### src/rtl/prog_mem_loadable.sv
// Run-time loadable picoMIPS program memory with registered fetch and a valid/ready load port.
// Define PROG_CHECKSUM_EN to treat the ld_last word as an XOR checksum instead of program data.
module prog_mem_loadable #(
    parameter int unsigned      Psize     = 5,
    parameter int unsigned      Isize     = 14,
    parameter logic [Isize-1:0] DEFAULT_I = {2'b11, {(Isize - 2){1'b0}}}
) (
    input  logic             clk,
    input  logic             nReset,
    input  logic [Psize-1:0] address,
    output logic [Isize-1:0] I,
    input  logic             ld_start,
    input  logic             ld_valid,
    input  logic [Isize-1:0] ld_data,
    input  logic             ld_last,
    output logic             ld_ready,
    output logic             cpu_hold,
    output logic             ld_done,
    output logic [Psize:0]   ld_words,
    output logic             ld_err
);

    localparam int unsigned    DEPTH   = 1 << Psize;
    localparam logic [Psize:0] DEPTH_W = (Psize + 1)'(DEPTH);

    typedef enum logic [1:0] {StIdle, StLoad, StDone} state_e;

    state_e           state_q, state_d;
    logic [Isize-1:0] mem [DEPTH];
    logic [Psize:0]   words_q;
    logic             err_q, ready_q, hold_q;
    logic [Isize-1:0] i_q;
    logic             accept, full, store, bad, finish;

    assign accept = (state_q == StLoad) && ld_valid && ready_q;
    assign full   = (words_q == DEPTH_W);
    assign finish = accept && ld_last;

`ifdef PROG_CHECKSUM_EN
    logic [Isize-1:0] sum_q;

    assign store = accept && !ld_last && !full;
    assign bad   = (accept && !ld_last && full) || (finish && (sum_q != ld_data));

    // Running XOR of stored words only; the checksum word itself is never folded in.
    always_ff @(posedge clk or negedge nReset) begin
        if (!nReset) begin
            sum_q <= '0;
        end else if (state_q == StIdle && ld_start) begin
            sum_q <= '0;
        end else if (store) begin
            sum_q <= sum_q ^ ld_data;
        end
    end
`else
    assign store = accept && !full;
    assign bad   = accept && full;
`endif

    // State register
    always_ff @(posedge clk or negedge nReset) begin
        if (!nReset) begin
            state_q <= StIdle;
        end else begin
            state_q <= state_d;
        end
    end

    // Next-state logic
    always_comb begin
        state_d = state_q;
        unique case (state_q)
            StIdle:  if (ld_start) state_d = StLoad;
            StLoad:  if (finish)   state_d = StDone;
            StDone:                state_d = StIdle;
            default:               state_d = StIdle;
        endcase
    end

    // Output logic
    always_comb begin
        ld_done = (state_q == StDone);
    end

    always_ff @(posedge clk or negedge nReset) begin
        if (!nReset) begin
            words_q <= '0;
            err_q   <= 1'b0;
            ready_q <= 1'b0;
            hold_q  <= 1'b0;
            i_q     <= DEFAULT_I;
        end else begin
            if (state_q == StIdle && ld_start) begin
                words_q <= '0;
                err_q   <= 1'b0;
                ready_q <= 1'b1;
                hold_q  <= 1'b1;
            end else begin
                if (store) words_q <= words_q + 1'b1;
                if (bad)   err_q   <= 1'b1;
                // Hold drops on the accepting edge so it is already low during the done pulse.
                if (finish) begin
                    ready_q <= 1'b0;
                    hold_q  <= 1'b0;
                end
            end
            if (hold_q || ({1'b0, address} >= words_q)) begin
                i_q <= DEFAULT_I;
            end else begin
                i_q <= mem[address];
            end
        end
    end

    // Array contents are deliberately not reset; ld_words gates every read.
    always_ff @(posedge clk) begin
        if (store) begin
            mem[words_q[Psize-1:0]] <= ld_data;
        end
    end

    assign I        = i_q;
    assign ld_ready = ready_q;
    assign cpu_hold = hold_q;
    assign ld_words = words_q;
    assign ld_err   = err_q;

endmodule

### config.mk
export PLATFORM = sky130hd
export DESIGN_NAME = prog_mem_loadable
export DESIGN_NICKNAME = d
export VERILOG_FILES = /design/src/rtl/prog_mem_loadable.sv
export SDC_FILE = /design/constraint.sdc
export NUM_CORES = 1
export LEC_CHECK = 0
export ABC_AREA = 1
export CORE_UTILIZATION = 27
export DETAILED_ROUTE_END_ITERATION = 7
export PLACE_DENSITY = 0.41
export SLEW_MARGIN = 20
export SYNTH_ARGS = -nofsm -noshare
export SYNTH_HDL_FRONTEND = slang
export SYNTH_SLANG_ARGS = --single-unit
export TNS_END_PERCENT = 1
### constraint.sdc
create_clock -name clk -period 2.7 [get_ports clk]
set_clock_uncertainty 0.1 [all_clocks]
set_input_delay 0.54 -clock clk [delete_from_list [all_inputs] [get_ports clk]]
set_output_delay 0.54 -clock clk [all_outputs]
set_load 0.01 [all_outputs]
After elaboration in Yosys (flattened, before gate mapping)
Memory sizes are Yosys's and may differ from the RTL's. Index checks and enable logic that the tools add are counted.

$add $sub $neg: 1. Bitwise logic cells: 0. Shift-type cells: 0. Div/mod/pow operators: 0. Multiply operators: 0. Muxes and demuxes: 12. Eq/ne operators: 5. Reductions and logical operators: 13. $lt $le $gt $ge: 1.

Operators by type and width (number): two-way mux 14 bit (1); two-way mux 6 bit (2); adder 6 x 1 -> 6 bit, second input constant (1); equality test 6 bit, second input constant (1); >= comparator 5 x 6 -> 1 bit (1); logical AND 1 bit (6); two-way mux 1 bit (6); nonzero test 2 bit (3); two-way mux 2 bit (2); inequality test 2 bit, second input constant (2); case mux 2 bit (2 select lines) (1); equality test 2 x 1 -> 1 bit, second input constant (1); equality test 2 bit, second input constant (1); zero test 2 bit (1); AND reduction 2 bit (1); zero test 1 bit (1); logical OR 1 bit (1).

Memories kept: 1. Input bits: 24. Memory bits (writable): 448. ROM bits: 0. Flip-flop bits (word level): 24. Logic and storage cells: 38. Latch bits: 0.

Memory list: mem (words 32, width 14, rd ports 1, clocked after memory_dff 0, wr ports 1, RTL line 29) `logic [Isize-1:0] mem [DEPTH];`.

Logic depth before layout (Yosys ltp)
Word-level depth: 6. Mapped depth: 12. Mapped depth without buffers: 10.

Worst setup path before layout
OpenSTA, ideal clock, no wires.

Kind: flip-flop to flip-flop. Start: register words_q[0], in the netlist ld_words[0]. End: memory mem[15][0], enable pin. Clock period less this slack: 2.679 ns. Arrival time: 2.176 ns. Slack: 0.021 ns. Path buffers: 0. Stages on the path, launching flop included: 8. Setup time: 0.403 ns. Cell sequence: dfrtp_1 inv_1 ha_1 nand3_2 nand2_2 inv_4 nand3_1 nor3_1.

Longest elaborated chain between the ends: 5.

Ends and longest elaborated chain: start, declared (RTL line 30) `logic [Psize:0] words_q;`; start signal, assigned (RTL line 99) `if (store) words_q <= words_q + 1'b1;`; equality test 6 bit (RTL line 36) `assign full = (words_q == DEPTH_W);`; zero test 1 bit (RTL line 56) `assign store = accept && !full;`; logical AND 1 bit (RTL line 56); two-way mux 1 bit (RTL line 117) `if (store) begin`; two-way mux 1 bit (implied by the code) (RTL line 118) `mem[words_q[Psize-1:0]] <= ld_data;`; end, declared (RTL line 29).

Several ways; a longest one is shown, not always the timed one.

Final worst setup path
Start: register words_q[4], in the netlist ld_words[4]. End: output ld_words[4].

RTL lines: end, declared (RTL line 19) `output logic [Psize:0] ld_words,`.

No word-level cell between the ends.

==> flow_summary.toml <==
[clocking]
cts_tree = "done"
root_buffer = "clkbuf_16"
cts_inserted_buffers = 54
hold_buffers = 0
cts_setup_buffers = 0
htree_levels = 2
clk_pin_slew_ns = 0.06
clock_sinks = 472
ctsResizeCount = 0
clk_path_buf_depth = 3
clkLatencyLatePin_ns = 0.59

[synthesis]
async_flop_share_pct = 5.085
syn_inst = 1633
synth-seq-cells = 472
yosysUniqueCellTypes = 25
ys_seq_area_share_pct = 73.15
synth_edf_count = 448
syn_area_um2 = 19220
yosysWarnings = 0
syn-num-nets = 1666
syn_area_per_cell_um2 = 11.77
synth_flop_cell = "edfxtp_1"

[setup_path]
worstPathMaxFanout = 7
cp_top_family = "buffers and inverters"
crit_type = "reg2out"
slowest_delay_ns = 0.60
critPathSlowestCell = "clkdlybuf4s50_1"
startpoint_type = "flip-flop"
worstPathRequired_ns = 2.06
end_kind = "output pin"
arrival_ns = 1.73
worstPathCellList = "clkdlybuf4s50_1"
rrSetupSlack_ns = 0.47
critPathBufInv = 1

[global_route]
grt-ovfl-total = 0
grt_use_total_pct = 16.30
antenna_found_initial = 2
grt_max_degree = 97
grt_pass1_vias = 12250
grt_first_pass_wirelength_um = 85020

[placement]
dpl_cell_area_um2 = 21200
gp_congestion = 0.8132
hpwl_um = 36320
port_buffers = 47
pre_cts_slack_ns = 0.01306
dp.cells = 2616

[route]
vias_per_cell = 4.576
avgRoutedWirePerCell_um = 21.39
dr.pass1.iters = 5
drc = 0
vias = 12418
antenna_left = 0
drt_iter0_markers = 1018
drt_wl_total_um = 58040

[flow_run]
cap_violations = 0

[floorplanning]
core-area_um2 = 70270
die_w_um = 268.8
die_area_um2 = 72240
die_h_um = 268.8
fp-row-count = 97
initial_core_util_pct = 27.35
io-pin-count = 48

[sta]
min_period_over_period_pct = 87.90
rsz0062_at_grt = "false"
worst_slew_pin_slew_ns = 0.5547
period_minus_slack_ns = 2.373
drv_slew = 0
worst_hold_slack_ns = 0.2282
setup_tns_ns = 0
slew-limit-headroom_pct = 63.02
max_freq_mhz = 421.3
setup_slack_ns = 0.3266
hold_viol = 0
setup_viol = 0

[finish]
final_net_count = 1765
drive_gt1_share_pct = 10.10
instances_no_fill = 2714
fin_area_um2 = 22910
area_growth_pct = 19.23
layout.cells.most_common = "nand2_1"
final_cell_mix = "nand2_1, edfxtp_1, nand3_1"
n_fill_cell = 7023

[power]
peakVddDrop_v = 0.0004155
p_leak_uw = 0.008315
cellPowerDensity_nw_per_um2 = 708.4

[hold_path]
hold_class = "in2async"

[run_status]
status = "complete, no violations"
-- per-stage QoR --
stage	util (%)	power [uW]
after floorplan	-	8673
after global placement	30.17	9243
after detailed placement	30.17	9236
after CTS	32.60	16420
after global routing	32.60	16740
final	32.61	16230
-- per-layer routing --
| layer | vias up | wire, um | GRT usage (%) |
|---|---|---|---|
| met5 | - | 0 | 0 |
| li1 | 5906 | - | - |
| met2 | 299 | 27320 | 26.73 |
| met4 | 0 | 1347 | 4.684 |
| met1 | 6124 | 26750 | 22.65 |
| met3 | 89 | 2627 | 1.900 |
-- cell families after synthesis --
kind of cell | after synthesis | share of synthesized area, %
buf+inv | 134 | 3.555
flops | 472 | 73.15
fa+ha+maj | 9 | 0.5860
compound gates | 29 | 0.7553
simple gates | 989 | 21.96
-- Yosys cell counts (2+ instances only) --
| cell type | number | area (um^2) |
|---|---|---|
| nand2_2 | 5 | 31.28 |
| buf_1 | 8 | 30.03 |
| a21oi_1 | 18 | 90.09 |
| ha_1 | 9 | 112.6 |
| o21ai_1 | 4 | 20.02 |
| inv_2 | 2 | 7.510 |
| nor2_1 | 60 | 225.2 |
| inv_1 | 34 | 127.6 |
| buf_2 | 40 | 200.2 |
| dfstp_2 | 2 | 52.55 |
| buf_4 | 20 | 150.1 |
| nand2_1 | 537 | 2016 |
| clkbuf_1 | 20 | 75.07 |
| nor2_2 | 2 | 12.51 |
| nor3_1 | 2 | 10.01 |
| buf_6 | 6 | 67.56 |
| nand3_1 | 380 | 1902 |
| nand4_1 | 2 | 12.51 |
| inv_4 | 2 | 12.51 |
| edfxtp_1 | 448 | 13450 |
| dfrtp_1 | 22 | 550.5 |
| o21ai_0 | 7 | 35.03 |
-- state kept, by name, summed over array words and instances, names as in the netlist --
signal / cells
I: 14
cpu_hold: 1
ld_err: 1
ld_words: 6
mem: 448
state_q: 2
-- final timing paths --
| kind | startpoint | endpoint | depth (start not counted) |
|---|---|---|---|
| worst max-delay path | ld_words[4] | ld_words[4] | 1 |
| worst min-delay path | nReset | ld_err | 2 |
| worst max register to register | cpu_hold | mem[30][1] | 7 |
| worst min register to register | ld_err | ld_err | 2 |
| max in group asynchronous | nReset | I[12] | 2 |
| min in group clk | ld_err | ld_err | 2 |
-- power by group --
group	switching, uW	internal [uW]	total, uW
Clock	2900	4260	7170
Sequential	39.3	8040	8080
Combinational	701	285	986
Total	3640	12600	16200
-- final cells by class --
| class | instances | area, um^2 | share of cell area [%] |
|---|---|---|---|
| sequential | 472 | 14060 | 61.35 |
| multi-input combinational | 1027 | 4482 | 19.56 |
| clock buffer | 66 | 1418 | 6.187 |
| timing repair buffer | 137 | 1328 | 5.794 |
| tap | 940 | 1176 | 5.133 |
| clock inverter | 31 | 290.3 | 1.267 |
| inverter | 40 | 160.2 | 0.6990 |
| antenna | 1 | 2.502 | 0.01092 |
Note: power is estimated with default switching activity, not from simulation.
